===== config.mk =====
export PLATFORM = sky130hd
export DESIGN_NAME = instr_encoder_flat
export DESIGN_NICKNAME = d
export VERILOG_FILES = /design/src/rtl/instr_encoder_pkg.sv /design/src/rtl/instr_encoder_if.sv /design/src/rtl/instr_encoder.sv /design/src/flat_wrapper.sv
export SDC_FILE = /design/constraint.sdc
export NUM_CORES = 1
export LEC_CHECK = 0
export ABC_AREA = 1
export BUFFER_PORTS_ARGS = -buffer_cell sky130_fd_sc_hd__buf_2
export CAP_MARGIN = 20
export CORE_MARGIN = 5
export CORE_UTILIZATION = 30
export DETAILED_ROUTE_END_ITERATION = 8
export GPL_ROUTABILITY_DRIVEN = 1
export SLEW_MARGIN = 20
export SYNTH_ARGS = -nofsm -noshare
export SYNTH_HDL_FRONTEND = slang
export SYNTH_SLANG_ARGS = --single-unit

===== constraint.sdc =====
create_clock -name clk -period 1.8 [get_ports clk]
set_input_delay 0.36 -clock clk [delete_from_list [all_inputs] [get_ports clk]]
set_output_delay 0.36 -clock clk [all_outputs]
set_load 0.02 [all_outputs]

===== src/rtl/instr_encoder_pkg.sv =====
// Shared definitions for the 9-bit CPU program loader: opcodes, function codes,
// command kinds, encoder states and the instruction-word packing helpers.
package instr_encoder_pkg;

    localparam logic [4:0] OP_VALL       = 5'h00;
    localparam logic [4:0] OP_VALH       = 5'h01;
    localparam logic [4:0] OP_INCR       = 5'h12;
    localparam logic [4:0] OP_UNASSIGNED = 5'h18;
    localparam logic [4:0] OP_FUNC       = 5'h1F;
    localparam logic [3:0] FN_DNE        = 4'hF;

    typedef enum logic [1:0] {
        KIND_RAW  = 2'd0,
        KIND_LDI  = 2'd1,
        KIND_END  = 2'd2,
        KIND_RSVD = 2'd3
    } cmd_kind_e;

    typedef enum logic [1:0] {
        ST_IDLE   = 2'd0,
        ST_ACCEPT = 2'd1,
        ST_WR_HI  = 2'd2,
        ST_DONE   = 2'd3
    } enc_state_e;

    function automatic logic [8:0] pack_word(input logic [4:0] op, input logic [3:0] arg);
        return {op, arg};
    endfunction

    // Opcodes a RAW command may not carry: unassigned, or immediates that must go via LDI.
    function automatic logic raw_op_illegal(input logic [4:0] op);
        return (op == OP_UNASSIGNED) || (op == OP_VALL) || (op == OP_VALH);
    endfunction

endpackage


===== src/rtl/instr_encoder_if.sv =====
// Command handshake and instruction-memory write bus of the program loader.
interface instr_encoder_if #(parameter int ADDR_W = 8);

    logic              cmd_valid;
    logic              cmd_ready;
    logic [1:0]        cmd_kind;
    logic [4:0]        cmd_op;
    logic [3:0]        cmd_arg;
    logic [7:0]        cmd_imm;
    logic              mem_we;
    logic [ADDR_W-1:0] mem_addr;
    logic [8:0]        mem_wdata;

    modport master (
        output cmd_valid, cmd_kind, cmd_op, cmd_arg, cmd_imm,
        input  cmd_ready, mem_we, mem_addr, mem_wdata
    );

    modport slave (
        input  cmd_valid, cmd_kind, cmd_op, cmd_arg, cmd_imm,
        output cmd_ready, mem_we, mem_addr, mem_wdata
    );

endinterface


===== src/rtl/instr_encoder.sv =====
// Program-loader back end: packs encode commands into 9-bit words and writes them to memory.
// Optional build macro INSTR_ENC_CHECK_EN rejects RAW words with illegal opcodes.
module instr_encoder
    import instr_encoder_pkg::*;
#(
    parameter int ADDR_W = 8
) (
    input  logic              clk,
    input  logic              reset,
    input  logic              start,
    input  logic [ADDR_W-1:0] start_addr,
    instr_encoder_if.slave    cmd,
    output logic              busy,
    output logic              done,
    output logic              ovf,
    output logic              err
);

    localparam logic [ADDR_W-1:0] ADDR_ONE  = {{(ADDR_W-1){1'b0}}, 1'b1};
    localparam logic [ADDR_W-1:0] ADDR_LAST = {ADDR_W{1'b1}};

    enc_state_e        state_r, state_n;
    logic [ADDR_W-1:0] addr_r, addr_n;
    logic [ADDR_W-1:0] waddr_r, waddr_n;
    logic              we_r, we_n;
    logic [8:0]        wdata_r, wdata_n;
    logic              ovf_r, ovf_n;
    logic              err_r, err_n;
    logic [3:0]        imm_hi_r, imm_hi_n;
    logic              last_s;
    logic              raw_reject_s;
    cmd_kind_e         kind_s;

    assign kind_s = cmd_kind_e'(cmd.cmd_kind);
    assign last_s = (addr_r == ADDR_LAST);

`ifdef INSTR_ENC_CHECK_EN
    assign raw_reject_s = raw_op_illegal(cmd.cmd_op);
`else
    assign raw_reject_s = 1'b0;
`endif

    // Next-state, address counter and write-register logic.
    always_comb begin
        state_n  = state_r;
        addr_n   = addr_r;
        waddr_n  = waddr_r;
        we_n     = 1'b0;
        wdata_n  = wdata_r;
        ovf_n    = ovf_r;
        err_n    = 1'b0;
        imm_hi_n = imm_hi_r;
        case (state_r)
            ST_IDLE, ST_DONE: begin
                if (start) begin
                    state_n = ST_ACCEPT;
                    addr_n  = start_addr;
                    ovf_n   = 1'b0;
                end else begin
                    state_n = state_r;
                end
            end
            ST_ACCEPT: begin
                if (cmd.cmd_valid) begin
                    case (kind_s)
                        KIND_RAW: begin
                            if (raw_reject_s) begin
                                err_n = 1'b1;
                            end else begin
                                we_n    = 1'b1;
                                waddr_n = addr_r;
                                wdata_n = pack_word(cmd.cmd_op, cmd.cmd_arg);
                                if (last_s) begin
                                    ovf_n   = 1'b1;
                                    state_n = ST_DONE;
                                end else begin
                                    addr_n = addr_r + ADDR_ONE;
                                end
                            end
                        end
                        KIND_LDI: begin
                            we_n     = 1'b1;
                            waddr_n  = addr_r;
                            wdata_n  = pack_word(OP_VALL, cmd.cmd_imm[3:0]);
                            imm_hi_n = cmd.cmd_imm[7:4];
                            // No room for the high word: drop it and terminate.
                            if (last_s) begin
                                ovf_n   = 1'b1;
                                state_n = ST_DONE;
                            end else begin
                                addr_n  = addr_r + ADDR_ONE;
                                state_n = ST_WR_HI;
                            end
                        end
                        KIND_END: begin
                            we_n    = 1'b1;
                            waddr_n = addr_r;
                            wdata_n = pack_word(OP_FUNC, FN_DNE);
                            state_n = ST_DONE;
                            if (last_s) begin
                                addr_n = addr_r;
                            end else begin
                                addr_n = addr_r + ADDR_ONE;
                            end
                        end
                        default: begin
                            err_n = 1'b1;
                        end
                    endcase
                end else begin
                    state_n = ST_ACCEPT;
                end
            end
            ST_WR_HI: begin
                we_n    = 1'b1;
                waddr_n = addr_r;
                wdata_n = pack_word(OP_VALH, imm_hi_r);
                if (last_s) begin
                    ovf_n   = 1'b1;
                    state_n = ST_DONE;
                end else begin
                    addr_n  = addr_r + ADDR_ONE;
                    state_n = ST_ACCEPT;
                end
            end
            default: begin
                state_n = ST_IDLE;
            end
        endcase
    end

    // State and output registers.
    always_ff @(posedge clk or posedge reset) begin
        if (reset) begin
            state_r  <= ST_IDLE;
            addr_r   <= {ADDR_W{1'b0}};
            waddr_r  <= {ADDR_W{1'b0}};
            we_r     <= 1'b0;
            wdata_r  <= 9'h000;
            ovf_r    <= 1'b0;
            err_r    <= 1'b0;
            imm_hi_r <= 4'h0;
        end else begin
            state_r  <= state_n;
            addr_r   <= addr_n;
            waddr_r  <= waddr_n;
            we_r     <= we_n;
            wdata_r  <= wdata_n;
            ovf_r    <= ovf_n;
            err_r    <= err_n;
            imm_hi_r <= imm_hi_n;
        end
    end

    assign cmd.cmd_ready = (state_r == ST_ACCEPT);
    assign cmd.mem_we    = we_r;
    assign cmd.mem_addr  = waddr_r;
    assign cmd.mem_wdata = wdata_r;
    assign busy          = (state_r == ST_ACCEPT) || (state_r == ST_WR_HI);
    assign done          = (state_r == ST_DONE);
    assign ovf           = ovf_r;
    assign err           = err_r;

endmodule


===== src/flat_wrapper.sv =====
// flat-port wrapper written by rule: the top's interface ports become plain ports
module instr_encoder_flat import instr_encoder_pkg::*;
#(
    parameter int ADDR_W = 8
)
  (clk, reset, start, start_addr, busy, done, ovf, err, cmd_cmd_valid, cmd_cmd_kind, cmd_cmd_op, cmd_cmd_arg, cmd_cmd_imm, cmd_cmd_ready, cmd_mem_we, cmd_mem_addr, cmd_mem_wdata);
  instr_encoder_if #(.ADDR_W(ADDR_W)) cmd_i ();
  input  logic clk;
  input  logic reset;
  input  logic start;
  input  logic [ADDR_W-1:0] start_addr;
  output logic busy;
  output logic done;
  output logic ovf;
  output logic err;
  input wire logic [$bits(cmd_i.cmd_valid)-1:0] cmd_cmd_valid;
  input wire logic [$bits(cmd_i.cmd_kind)-1:0] cmd_cmd_kind;
  input wire logic [$bits(cmd_i.cmd_op)-1:0] cmd_cmd_op;
  input wire logic [$bits(cmd_i.cmd_arg)-1:0] cmd_cmd_arg;
  input wire logic [$bits(cmd_i.cmd_imm)-1:0] cmd_cmd_imm;
  output wire logic [$bits(cmd_i.cmd_ready)-1:0] cmd_cmd_ready;
  output wire logic [$bits(cmd_i.mem_we)-1:0] cmd_mem_we;
  output wire logic [$bits(cmd_i.mem_addr)-1:0] cmd_mem_addr;
  output wire logic [$bits(cmd_i.mem_wdata)-1:0] cmd_mem_wdata;
  assign cmd_i.cmd_valid = cmd_cmd_valid;
  assign cmd_i.cmd_kind = cmd_cmd_kind;
  assign cmd_i.cmd_op = cmd_cmd_op;
  assign cmd_i.cmd_arg = cmd_cmd_arg;
  assign cmd_i.cmd_imm = cmd_cmd_imm;
  assign cmd_cmd_ready = cmd_i.cmd_ready;
  assign cmd_mem_we = cmd_i.mem_we;
  assign cmd_mem_addr = cmd_i.mem_addr;
  assign cmd_mem_wdata = cmd_i.mem_wdata;
  instr_encoder #(.ADDR_W(ADDR_W)) u_core (.clk(clk), .reset(reset), .start(start), .start_addr(start_addr), .cmd(cmd_i), .busy(busy), .done(done), .ovf(ovf), .err(err));
endmodule

==> impl_metrics.toml, run 1 <==
[synthesis]
synth_edf_count = 0
netlist.area_leader.share_pct = 43.62
synthMuxAreaShare_pct = 1.732
synthSimpleGateAreaFrac_pct = 28.54
syn_inst = 253
yosys_warnings = 0
ys_seq_elements = 34
syn_area_per_cell_um2 = 7.710
synth_compound_area_share_pct = 11.35
yosysMostFrequentCell = "nand2_1"
syn_area_um2 = 1951
synthTopCellsByCount = "nand2_1, dfrtp_1, inv_1"
synth_adder_area_share_pct = 5.131
async_flop_share_pct = 100.0
post-synth-top-area-cell = "dfrtp_1"
synthTopCellsByArea = "dfrtp_1, nand2_1, nand3_1"
syn-num-nets = 292
ys_types = 28
synth-seq-area-share_pct = 43.62
synthFlopType = "dfrtp_1"
synth-xor-area-share_pct = 0.8980
synth_top_family_by_area = "simple AND/OR/NAND/NOR gates"

[timing]
holdWs_ns = 0.1639
setup_viol = 0
worst_pin_slew_ns = 0.6387
fin_skew_ns = 0.003329
slew_headroom_pct = 57.30
period_share_pct = 95.01
achievable-frequency_mhz = 584.7
timing.final.crit_period_ns = 1.710
fin_setup_tns_ns = 0
maxSlewViolCount = 0
hold_viol = 0
rsz0062_at_grt = "no"

[placed_design]
port_buffers = 53
dpl_cell_area_um2 = 2302
dpl.cell_count = 381
gp_congestion = 0.8247
dp_hpwl_um = 3456

[die]
start_util_pct = 30.72
die_w_um = 90.64
pin_count = 54
num_rows = 29
chipHeight_um = 90.64
core_area_um2 = 6350
dieArea_um2 = 8215

[power_and_ir_drop]
seqPwrFrac_pct = 31.8
power.density_nw_per_um2 = 1696
clockPowerShare_pct = 13.2
p_int_w = 0.002323
ir_worst_vdd_mv = 0.5964
comb_power_share_pct = 55.0
p_sw_w = 0.001886
switching_share_pct = 44.81
p_leak_nw = 1.316
total_power_w = 0.004209

[clocking]
cts.sinks = 34
tritoncts = "done"
cts-buffers-inserted = 5
cts-root-buf = "clkbuf_8"
clk_latency_ns = 0.28
clock_path_buffers = 2
clk_pin_slew_worst_paths_ns = 0.07
htreeDepth = 2

[global_route]
grt-ovfl-total = 0
grt_pass1_wl_um = 8135
first_global_vias = 1768
track_usage_pct = 11.84
grt_max_degree = 35
grt_antenna_before_repair = 0

[detailed_routing]
wl_per_cell_um = 11.78
wl_um = 4628
ant_nets = 0
vias = 1752
post_drt_via_cell_ratio = 4.458
drt_first_pass_iters = 4
drc_errors = 0
drtIter0Drc = 79

[min_path]
min_path_type = "in -> async"

[final_layout]
n_antenna_cell = 0
design_area_um2 = 2482
area_growth_syn_to_layout_pct = 27.26
fin_cells = 393
final_nets = 356
drive_gt1_share_pct = 30.70
fill_cells = 681

[worst_setup_path]
r2r_end = "u_core.addr_r[2]$_DFFE_PP0P_"
setup.worst_path.class = "reg -> out"
worstPathRequired_ns = 1.44
cp_data_arrival_time_ns = 1.35
r2r_setup_slack_ns = 0.12
cp-start-kind = "register"
r2r_cells = 11
reg2reg_from = "u_core.state_r[0]$_DFFE_PP0P_"
crit_path_end_kind = "primary output"
critPathMaxFanout = 10

[run_status]
status = "complete, no violations"

[job]
cap_violations = 0
==> sequential cells by signal (all words and copies together), names as in the netlist <==
register,count
u_core.cmd.mem_wdata,9
u_core.addr_r,8
u_core.cmd.mem_addr,8
u_core.imm_hi_r,4
u_core.state_r,2
u_core.cmd.mem_we,1
u_core.err,1
u_core.ovf,1
==> what timing repair did <==
| item | in CTS | in global routing |
|---|---|---|
| resized for setup | 2 | 9 |
| gates cloned | 0 | 1 |
| endpoints found under the setup margin | 1 | 29 |
| hold buffers | 0 | 0 |
| pin swaps | 0 | 1 |
| setup buffers | 3 | 2 |
==> cells by family after synthesis <==
group / Yosys count
AND/OR/NAND/NOR: 130
multiplexers: 3
XOR/XNOR: 2
flip-flops: 34
adder cells (fa/ha/maj): 8
buffers and inverters: 40
AO/OA/AOI/OAI: 36
==> critical path: stages, from the launching register on <==
cell and delay [ns]:
dfrtp_1 0.41, inv_2 0.06, ha_4 0.24, inv_2 0.07
buf_6 0.14, buf_4 0.15
==> final cells by class <==
type | count | area [um2] | share of cell area (%)
sequential | 34 | 850.8 | 34.27
multi-input combinational | 180 | 968.4 | 39.01
tap | 77 | 96.34 | 3.881
inverter | 34 | 132.6 | 5.343
clock buffer | 6 | 82.58 | 3.327
timing repair buffer | 62 | 351.6 | 14.16
==> placed cells by master, fill, tap and decap left out, drive strengths merged <==
cell type,synthesis,final
nand2,81,82
buf,4,62
dfrtp,34,34
inv,34,34
nand3,27,27
o21ai,27,27
nor2,17,17
ha,8,8
a21oi,6,6
clkbuf,2,6
or2,4,4
mux2,3,3
o211ai,2,2
a31oi,1,1
xnor2,1,1
xor2,1,1
nand4,1,1
==> routing by layer <==
layer  part of all wire, %  wire length, um  up-vias  track usage [%]
met5                     0                0        -                0
met4                  0.95               44        0            2.978
met3                   8.0              372        5            4.083
met2                    43             1975       53            17.80
met1                    48             2236      770            16.24
li1                      -                -      924                -
==> power by group through the flow <==
stage | sequential, W | clock (W) | combinational [W]
2_1_floorplan | 0.00154 | 0 | 0.00135
3_3_place_gp | 0.00134 | 0 | 0.00205
3_5_place_dp | 0.00135 | 0 | 0.00207
4_1_cts | 0.00134 | 0.000577 | 0.00217
5_1_grt | 0.00140 | 0.000612 | 0.00261
6_report | 0.00134 | 0.000555 | 0.00232
==> per-stage QoR <==
| step | setup slack [ns] | util [%] |
|---|---|---|
| global route | 0.005979 | 39.09 |
| detailed placement | 0.03016 | 36.26 |
| CTS | 0.02054 | 38.01 |
| floorplan | 0.1935 | - |
| finish | 0.08981 | 39.09 |
| global placement | 0.05618 | 36.26 |
==> worst max path at each step <==
stage,start,end,slack (ns),cells after the start
global route,u_core.state_r[0]$_DFFE_PP0P_,busy,0.006,5
global placement,cmd_cmd_kind[0],u_core.cmd.mem_wdata[2]$_DFFE_PP0P_,0.06,7
floorplan,u_core.state_r[0]$_DFFE_PP0P_,u_core.cmd.mem_wdata[0]$_DFFE_PP0P_,0.19,7
detailed placement,cmd_cmd_kind[0],u_core.cmd.mem_wdata[2]$_DFFE_PP0P_,0.03,7
finish,u_core.state_r[0]$_DFFE_PP0P_,busy,0.09,5
CTS,u_core.state_r[0]$_DFFE_PP0P_,busy,0.02,5
No activity file was read; power rests on OpenSTA's default activity.
==> run 2, diff against run 1 <==
--- a/config.mk
+++ b/config.mk
@@ -12,6 +12,7 @@
 export CORE_UTILIZATION = 30
 export DETAILED_ROUTE_END_ITERATION = 8
 export GPL_ROUTABILITY_DRIVEN = 1
+export SKIP_CTS_REPAIR_TIMING = 1
 export SLEW_MARGIN = 20
 export SYNTH_ARGS = -nofsm -noshare
 export SYNTH_HDL_FRONTEND = slang
==> constraint.sdc (replaced) <==
create_clock -name clk -period 1.8 [get_ports clk]
set_input_delay 0.27 -clock clk [delete_from_list [all_inputs] [get_ports clk]]
set_output_delay 0.27 -clock clk [all_outputs]
set_load 0.02 [all_outputs]
==> impl_metrics.toml, run 2 (synthesis results as in run 1) <==
[placed_design]
dp_hpwl_um = 3494
gp_congestion = 0.7984
dpl_cell_area_um2 = 2330
port_buffers = 53

[detailed_routing]
drt_first_pass_iters = 4
top_layer = "met4"
post_drt_via_cell_ratio = 4.462
wl_um = 4631
drc_errors = 0
ant_nets = 0
wl_met3_um = 338
drtIter0Drc = 87
m1WireLength_um = 2228
vias = 1749
wl_met2_um = 2012
wl_per_cell_um = 11.81

[die]
core_area_um2 = 6350
num_rows = 29
chipHeight_um = 90.64
pin_count = 54
dieArea_um2 = 8215
start_util_pct = 30.72
die_w_um = 90.64

[timing]
achievable-frequency_mhz = 591.4
maxSlewViolCount = 0
fin_skew_ns = 0.007353
period_share_pct = 93.93
worst_pin_slew_ns = 0.4484
holdWs_ns = 0.08164
hold_viol = 0
rsz0062_at_grt = "no"
setup_viol = 0
timing.final.crit_period_ns = 1.691
slew_headroom_pct = 70.10

[final_layout]
design_area_um2 = 2441
area_growth_syn_to_layout_pct = 25.14
final_cell_mix = "nand2_1, buf_2, dfrtp_1, inv_1, nand3_1"
n_antenna_cell = 0
layout.cells.most_common = "nand2_1"
final_nets = 355
multiInputGateArea_um2 = 932.1
regArea_um2 = 850.8
largest_reg_flops = 9
fill_cells = 663
drive_gt1_share_pct = 28.89

[global_route]
grt_pass1_wl_um = 7914
grt_antenna_before_repair = 0
first_global_vias = 1728
grt-ovfl-total = 0
grt_max_degree = 35
track_usage_pct = 11.70

[clocking]
cts-buffers-inserted = 5
clk_pin_slew_worst_paths_ns = 0.06
clock_path_buffers = 2
cts-root-buf = "clkbuf_8"
cts.sinks = 34
htreeDepth = 2
tritoncts = "done"
clk_latency_ns = 0.28

[run_status]
status = "complete, no violations"

[job]
cap_violations = 0

[worst_setup_path]
cp-start-kind = "register"
r2r_cells = 9
setup.worst_path.class = "reg -> out"
crit_path_end_kind = "primary output"
critPathMaxFanout = 11
cp_data_arrival_time_ns = 1.42
worstSetupStartpoint = "u_core.state_r[0]$_DFFE_PP0P_"
reg2reg_from = "u_core.state_r[0]$_DFFE_PP0P_"
worstPathRequired_ns = 1.53

[power_and_ir_drop]
clockPowerShare_pct = 13.2
p_leak_nw = 1.311
total_power_w = 0.004109
p_int_w = 0.002273
p_sw_w = 0.001836
seqPwrFrac_pct = 32.5
ir_worst_vdd_mv = 0.7742
comb_power_share_pct = 54.3
power.density_nw_per_um2 = 1683
switching_share_pct = 44.68

[min_path]
min_path_type = "in -> async"
-- run 2: worst max-delay path: stages (launching register included) --
cell and delay [ns]:
dfrtp_1 0.39, inv_1 0.06, ha_1 0.31, inv_2 0.08, buf_6 0.14, buf_2 0.17
-- run 2: layer usage --
metal  up-vias  GRT usage, %
met5         -             0
met4         0         3.350
met3         7         3.750
met1       774         15.27
met2        49         18.46
li1        919             -
-- run 2: final timing paths --
path / to / slack, ns
hold / removal: u_core.imm_hi_r[3]$_DFFE_PP0P_ / 0.08
setup / recovery: busy / 0.11
hold reg to reg: u_core.cmd.mem_addr[1]$_DFFE_PP0P_ / 0.48
setup reg to reg: u_core.addr_r[2]$_DFFE_PP0P_ / 0.15
max in group asynchronous: u_core.cmd.mem_addr[3]$_DFFE_PP0P_ / 1.40
min in group clk: u_core.imm_hi_r[2]$_DFFE_PP0P_ / 0.23
-- run 2: cell type report --
cell class                 instances  share of cell area [%]
inverter                          34                   5.331
sequential                        34                   34.85
clock buffer                       6                   3.383
timing repair buffer              62                   14.30
tap                               77                   3.947
multi-input combinational        179                   38.19
-- run 2: power by group through the flow --
stage                     Sequential (W)  Clock, W  Combinational [W]
after floorplan                  0.00154         0            0.00135
after global placement           0.00134         0            0.00216
after detailed placement         0.00135         0            0.00218
after CTS                        0.00134  0.000570            0.00219
after global routing             0.00138  0.000604            0.00251
final                            0.00134  0.000543            0.00223
-- run 2: stage by stage --
step	utilization (%)	TNS, ns	setup slack, ns	cells
after global placement	36.69	0	0.1563	383
after detailed placement	36.69	0	0.1640	383
final	38.44	0	0.1092	392
after floorplan	-	0	0.1935	253
after CTS	37.99	-0.02442	-0.02442	389
after global routing	38.44	0	0.01341	392
